==> src/rtl/multi_edge_detect_pkg.sv <==
// Shared definitions for multi_edge_detect: per-channel mode encodings,
// parameter range limits and the mode/edge selection helper.
package multi_edge_detect_pkg;

  typedef enum logic [1:0] {
    MODE_OFF  = 2'b00,
    MODE_RISE = 2'b01,
    MODE_FALL = 2'b10,
    MODE_BOTH = 2'b11
  } mode_e;

  localparam int WIDTH_MIN       = 1;
  localparam int WIDTH_MAX       = 32;
  localparam int SYNC_STAGES_MIN = 2;
  localparam int SYNC_STAGES_MAX = 4;
  localparam int DEB_CYCLES_MIN  = 2;
  localparam int DEB_CYCLES_MAX  = 255;

  // True when the detected edge is one the channel's mode asks to report.
  function automatic logic mode_hit(input mode_e mode, input logic rise, input logic fall);
    logic hit;
    hit = 1'b0;
    case (mode)
      MODE_RISE: hit = rise;
      MODE_FALL: hit = fall;
      MODE_BOTH: hit = rise | fall;
      default:   hit = 1'b0;
    endcase
    return hit;
  endfunction

endpackage

==> src/rtl/edge_detect_chan.sv <==
// One edge-detect channel: synchroniser, optional debounce filter
// (MULTI_EDGE_DEBOUNCE_EN), edge pulses, mode-selected event, sticky status/overflow.
module edge_detect_chan
  import multi_edge_detect_pkg::*;
#(
  parameter int SYNC_STAGES = 2,
  parameter int DEB_CYCLES  = 4
) (
  input  logic       clk,
  input  logic       rst,
  input  logic       sig,
  input  logic [1:0] mode,
  input  logic       clr,
  output logic       pos_edge,
  output logic       neg_edge,
  output logic       evt,
  output logic       status,
  output logic       ovf
);

  if (SYNC_STAGES < SYNC_STAGES_MIN || SYNC_STAGES > SYNC_STAGES_MAX) begin : g_bad_sync_stages
    $error("edge_detect_chan: SYNC_STAGES out of range");
  end
  if (DEB_CYCLES < DEB_CYCLES_MIN || DEB_CYCLES > DEB_CYCLES_MAX) begin : g_bad_deb_cycles
    $error("edge_detect_chan: DEB_CYCLES out of range");
  end

  logic [SYNC_STAGES-1:0] sync_reg;
  logic                   level;
  logic                   det_level;
  logic                   hist_reg;
  logic                   pos_reg;
  logic                   neg_reg;
  logic                   evt_reg;
  logic                   status_reg;
  logic                   ovf_reg;
  logic                   rise_next;
  logic                   fall_next;
  logic                   evt_next;

  assign level = sync_reg[SYNC_STAGES-1];

`ifdef MULTI_EDGE_DEBOUNCE_EN
  localparam int CNT_W = $clog2(DEB_CYCLES + 1);

  logic [CNT_W-1:0] cnt_reg;
  logic             filt_reg;

  // The filtered level only follows the synchroniser after DEB_CYCLES
  // consecutive disagreeing samples; any agreement restarts the window.
  always_ff @(posedge clk or posedge rst) begin
    if (rst) begin
      cnt_reg  <= '0;
      filt_reg <= 1'b0;
    end else if (level == filt_reg) begin
      cnt_reg <= '0;
    end else if (cnt_reg == CNT_W'(DEB_CYCLES - 1)) begin
      filt_reg <= level;
      cnt_reg  <= '0;
    end else begin
      cnt_reg <= cnt_reg + CNT_W'(1);
    end
  end

  assign det_level = filt_reg;
`else
  assign det_level = level;
`endif

  always_comb begin
    rise_next = det_level & ~hist_reg;
    fall_next = ~det_level & hist_reg;
    evt_next  = mode_hit(mode_e'(mode), rise_next, fall_next);
  end

  // Status and overflow share the set-wins-over-clear rule.
  always_ff @(posedge clk or posedge rst) begin
    if (rst) begin
      sync_reg   <= '0;
      hist_reg   <= 1'b0;
      pos_reg    <= 1'b0;
      neg_reg    <= 1'b0;
      evt_reg    <= 1'b0;
      status_reg <= 1'b0;
      ovf_reg    <= 1'b0;
    end else begin
      sync_reg   <= {sync_reg[SYNC_STAGES-2:0], sig};
      hist_reg   <= det_level;
      pos_reg    <= rise_next;
      neg_reg    <= fall_next;
      evt_reg    <= evt_next;
      status_reg <= evt_next | (status_reg & ~clr);
      ovf_reg    <= (evt_next & status_reg) | (ovf_reg & ~clr);
    end
  end

  assign pos_edge = pos_reg;
  assign neg_edge = neg_reg;
  assign evt      = evt_reg;
  assign status   = status_reg;
  assign ovf      = ovf_reg;

endmodule

==> src/rtl/multi_edge_detect.sv <==
// Multi-channel edge detector with sticky status and a shared interrupt.
// Optional per-channel debounce filter enabled by MULTI_EDGE_DEBOUNCE_EN.
module multi_edge_detect
  import multi_edge_detect_pkg::*;
#(
  parameter int WIDTH       = 8,
  parameter int SYNC_STAGES = 2,
  parameter int DEB_CYCLES  = 4
) (
  input  logic               clk,
  input  logic               rst,
  input  logic [WIDTH-1:0]   signal_in,
  input  logic [2*WIDTH-1:0] mode_i,
  input  logic [WIDTH-1:0]   irq_en_i,
  input  logic [WIDTH-1:0]   clr_i,
  output logic [WIDTH-1:0]   pos_edge,
  output logic [WIDTH-1:0]   neg_edge,
  output logic [WIDTH-1:0]   event_o,
  output logic [WIDTH-1:0]   status_o,
  output logic [WIDTH-1:0]   ovf_o,
  output logic               irq_o
);

  if (WIDTH < WIDTH_MIN || WIDTH > WIDTH_MAX) begin : g_bad_width
    $error("multi_edge_detect: WIDTH out of range");
  end

  logic irq_reg;

  for (genvar gi = 0; gi < WIDTH; gi++) begin : g_chan
    edge_detect_chan #(
      .SYNC_STAGES (SYNC_STAGES),
      .DEB_CYCLES  (DEB_CYCLES)
    ) u_chan (
      .clk      (clk),
      .rst      (rst),
      .sig      (signal_in[gi]),
      .mode     (mode_i[2*gi +: 2]),
      .clr      (clr_i[gi]),
      .pos_edge (pos_edge[gi]),
      .neg_edge (neg_edge[gi]),
      .evt      (event_o[gi]),
      .status   (status_o[gi]),
      .ovf      (ovf_o[gi])
    );
  end

  always_ff @(posedge clk or posedge rst) begin
    if (rst) begin
      irq_reg <= 1'b0;
    end else begin
      irq_reg <= |(status_o & irq_en_i);
    end
  end

  assign irq_o = irq_reg;

endmodule

==> config.mk <==
export PLATFORM = sky130hd
export DESIGN_NAME = multi_edge_detect
export DESIGN_NICKNAME = d
export VERILOG_FILES = /design/src/rtl/multi_edge_detect_pkg.sv /design/src/rtl/edge_detect_chan.sv /design/src/rtl/multi_edge_detect.sv
export SDC_FILE = /design/constraint.sdc
export NUM_CORES = 1
export LEC_CHECK = 0
export CAP_MARGIN = 20
export CORE_MARGIN = 5
export CORE_UTILIZATION = 46
export CTS_CLUSTER_SIZE = 16
export DETAILED_ROUTE_END_ITERATION = 10
export GPL_TIMING_DRIVEN = 0
export MAX_ROUTING_LAYER = met4
export PLACE_DENSITY = 0.75
export SLEW_MARGIN = 30
export SYNTH_ARGS = -nofsm -noshare
export SYNTH_HDL_FRONTEND = slang
export SYNTH_SLANG_ARGS = --single-unit
==> constraint.sdc <==
create_clock -name clk -period 2.41 [get_ports clk]
set_input_delay 0.482 -clock clk [delete_from_list [all_inputs] [get_ports clk]]
set_output_delay 0.482 -clock clk [all_outputs]
set_load 0.01 [all_outputs]
==> metrics.txt <==
syn avg cell area=approximately 12 sq um; status=complete, no violations; Initial Util=a little under half; final WL=between 4000 and 5000 um; # rows=28; number of port buffers=82; Max Buffers Root-to-Sink=2; clk sinks=65; FMAX=roughly 0.53 GHz; sequential area share after synthesis=about three fifths; startpoint type of the worst setup path=flip-flop; Post-CTS Setup Inserts=0; CTS tree=built; total CTS buffers=9; peak supply drop=0.000406 V; max reg flops=16; CP Data Required Time=roughly 1.9 ns; mapped cell area=about 2700 sq um; Hold Crit Class=flip-flop to flip-flop; launch point of the critical path=g_chan[3].u_chan.status; Area growth syn-to-layout=41.4%; cts hold-fix bufs=0; Cell Chain, Critical Path=buf_4 > clkdlybuf4s50_1; CP max-delay cell=clkdlybuf4s50_1; Chip Width=between 80 and 90 um; LEAKAGE=around 1.8 nW; number of distinct library cells after synthesis=19; critical path's top delay family=buffers and inverters; vias after detailed routing=between 1500 and 2000; Fill cells=462; Seq cells post-synth=65; Crit path largest cell delay=between 0.5 and 0.6 ns; Final Setup Violations=0; H-tree depth=3; Hold Worst Slack=roughly 0.34 ns; GRT Total Usage=between 10% and 20%; maxcap violations=0; Syn Inst Count=222; CP bufs+invs=2; Mapped Nets=280; Resized cells post-CTS=0; DRC viols=0; # diodes=0; Antenna Violating Nets Remaining=0; Ports=just over 80; worst reg2reg startpoint=g_chan[6].u_chan.sync_reg[1]; Die Ht=between 80 and 90 um; placed cell areas=around 3700 sq um; initial antenna violation count=0; Die ar.=about 7600 sq um; worst-margin pin slew=approximately 0.45 ns; critical path class=flip-flop to output pin; largest net degree at the start of global routing=37; Ys Warns=0; DP Wirelength=3830 um; fin area=3850 sq um; Fin. Hold Viols=0; Slew Viols, Final=0; total core area=5850 sq um; Synth area leaders=dfrtp_1 (60%), buf_4 (11%), ha_1 (7.4%); sequential standard cell area=between 1500 and 2000 sq um; gpl congestion=a little over 0.7; wire per inst=around 12 um; drt first pass iters=4; clk slew on worst S/H paths=~0.070 ns; share of cells above drive strength 1=about 18%; Fin Clk Skew=0.00878 ns; crit path time final=1.87 ns; Initial DRC Count=50; global-route wire length before repair=between 8000 and 9000 um; RSZ-0062 raised after global routing=false; Critical Path Sink Type=output pin; CTS Root Cell=clkbuf_8; Max FO, Critical Path=4; hold path start=g_chan[1].u_chan.sync_reg[0]; Final Cycle Share=just under 80%; arrival time of the worst setup path=1.39 ns; Nets=approximately 370; vias per cell=4.60; Max-Slew Margin vs Limit=69.8%; pwr dens=~660 nW/um^2; area of the multi-input gates=around 700 sq um; area leader, netlist=dfrtp_1; grt ovf=0; clock latency on the worst-skew pair=0.33 ns; vias in the first global route=approximately 1800; top-area cell type share of the netlist area=between 50% and 60%
-- cells in the final DEF, fill, tap and decap left out, drive strengths merged, types with 8 or more instances in the layout --
master,synthesis,layout
clkdlybuf4s50,0,82
nand2,9,9
o221ai,8,8
nor2b,14,14
o21ai,14,14
clkbuf,0,13
ha,16,16
buf,40,41
o211ai,8,8
dfrtp,65,65
inv,26,26
-- cell type report --
type	instances	share of cell area (%)
flip-flops and latches	65	42.3
plain buffers	40	7.80
well taps	75	2.44
inverters	26	2.60
clock inverters	3	1.04
multi-input cells	91	18.1
repair buffers	83	21.9
clock buffers	13	3.87
-- cells by family after synthesis --
| kind of cell | count (synthesis) | synth area share, % |
|---|---|---|
| AO/OA/AOI/OAI | 42 | 11.2 |
| adder cells (fa/ha/maj) | 16 | 7.36 |
| buffers and inverters | 66 | 14.6 |
| AND/OR/NAND/NOR | 33 | 7.08 |
| flip-flops | 65 | 59.8 |
-- per-layer routing --
metal  track usage, %  wire [um]
met1             16.9       2010
met5                -          0
met4             7.65         82
met3             3.97        282
met2             23.0       2520
-- path summary, 6_finish.rpt --
path / to / slack [ns] / depth (start not counted)
setup reg to reg: g_chan[6].u_chan.ovf / 1.22 / 4
hold / removal: g_chan[1].u_chan.sync_reg[1] / 0.34 / 0
hold reg to reg: g_chan[1].u_chan.sync_reg[1] / 0.34 / 0
min in group asynchronous: g_chan[2].u_chan.status / 0.53 / 2
max in group asynchronous: g_chan[4].u_chan.evt / 1.37 / 3
setup / recovery: status_o[3] / 0.54 / 2
-- stage by stage --
stage                     util [%]  setup TNS, ns  total power [mW]  setup slack [ns]  std cells
after floorplan                  -              0              1.46             0.302        222
after global placement        62.1         -49.74              1.69            -0.767        379
after detailed placement      62.5              0              1.70             0.883        380
after CTS                     65.8              0              2.59             0.525        396
after global routing          65.8              0              2.68             0.480        396
final                         65.8              0              2.55             0.538        396
-- cells in the mapped netlist (all sizes together) --
cell type / instances
dfrtp: 65
buf: 40
inv: 26
ha: 16
nor2b: 14
o21ai: 14
nand2: 9
o211ai: 8
o221ai: 8
nand2b: 7
o311ai: 7
a22oi: 4
nand3b: 1
nand4: 1
o2111ai: 1
or2: 1
-- power breakdown --
part	internal, mW	leakage, nW	switching, mW
Combinational	0.288	0.904	0.171
Sequential	1.17	0.804	0.0461
Clock	0.504	0.0974	0.373
Note: power is estimated with default switching activity, not from simulation.
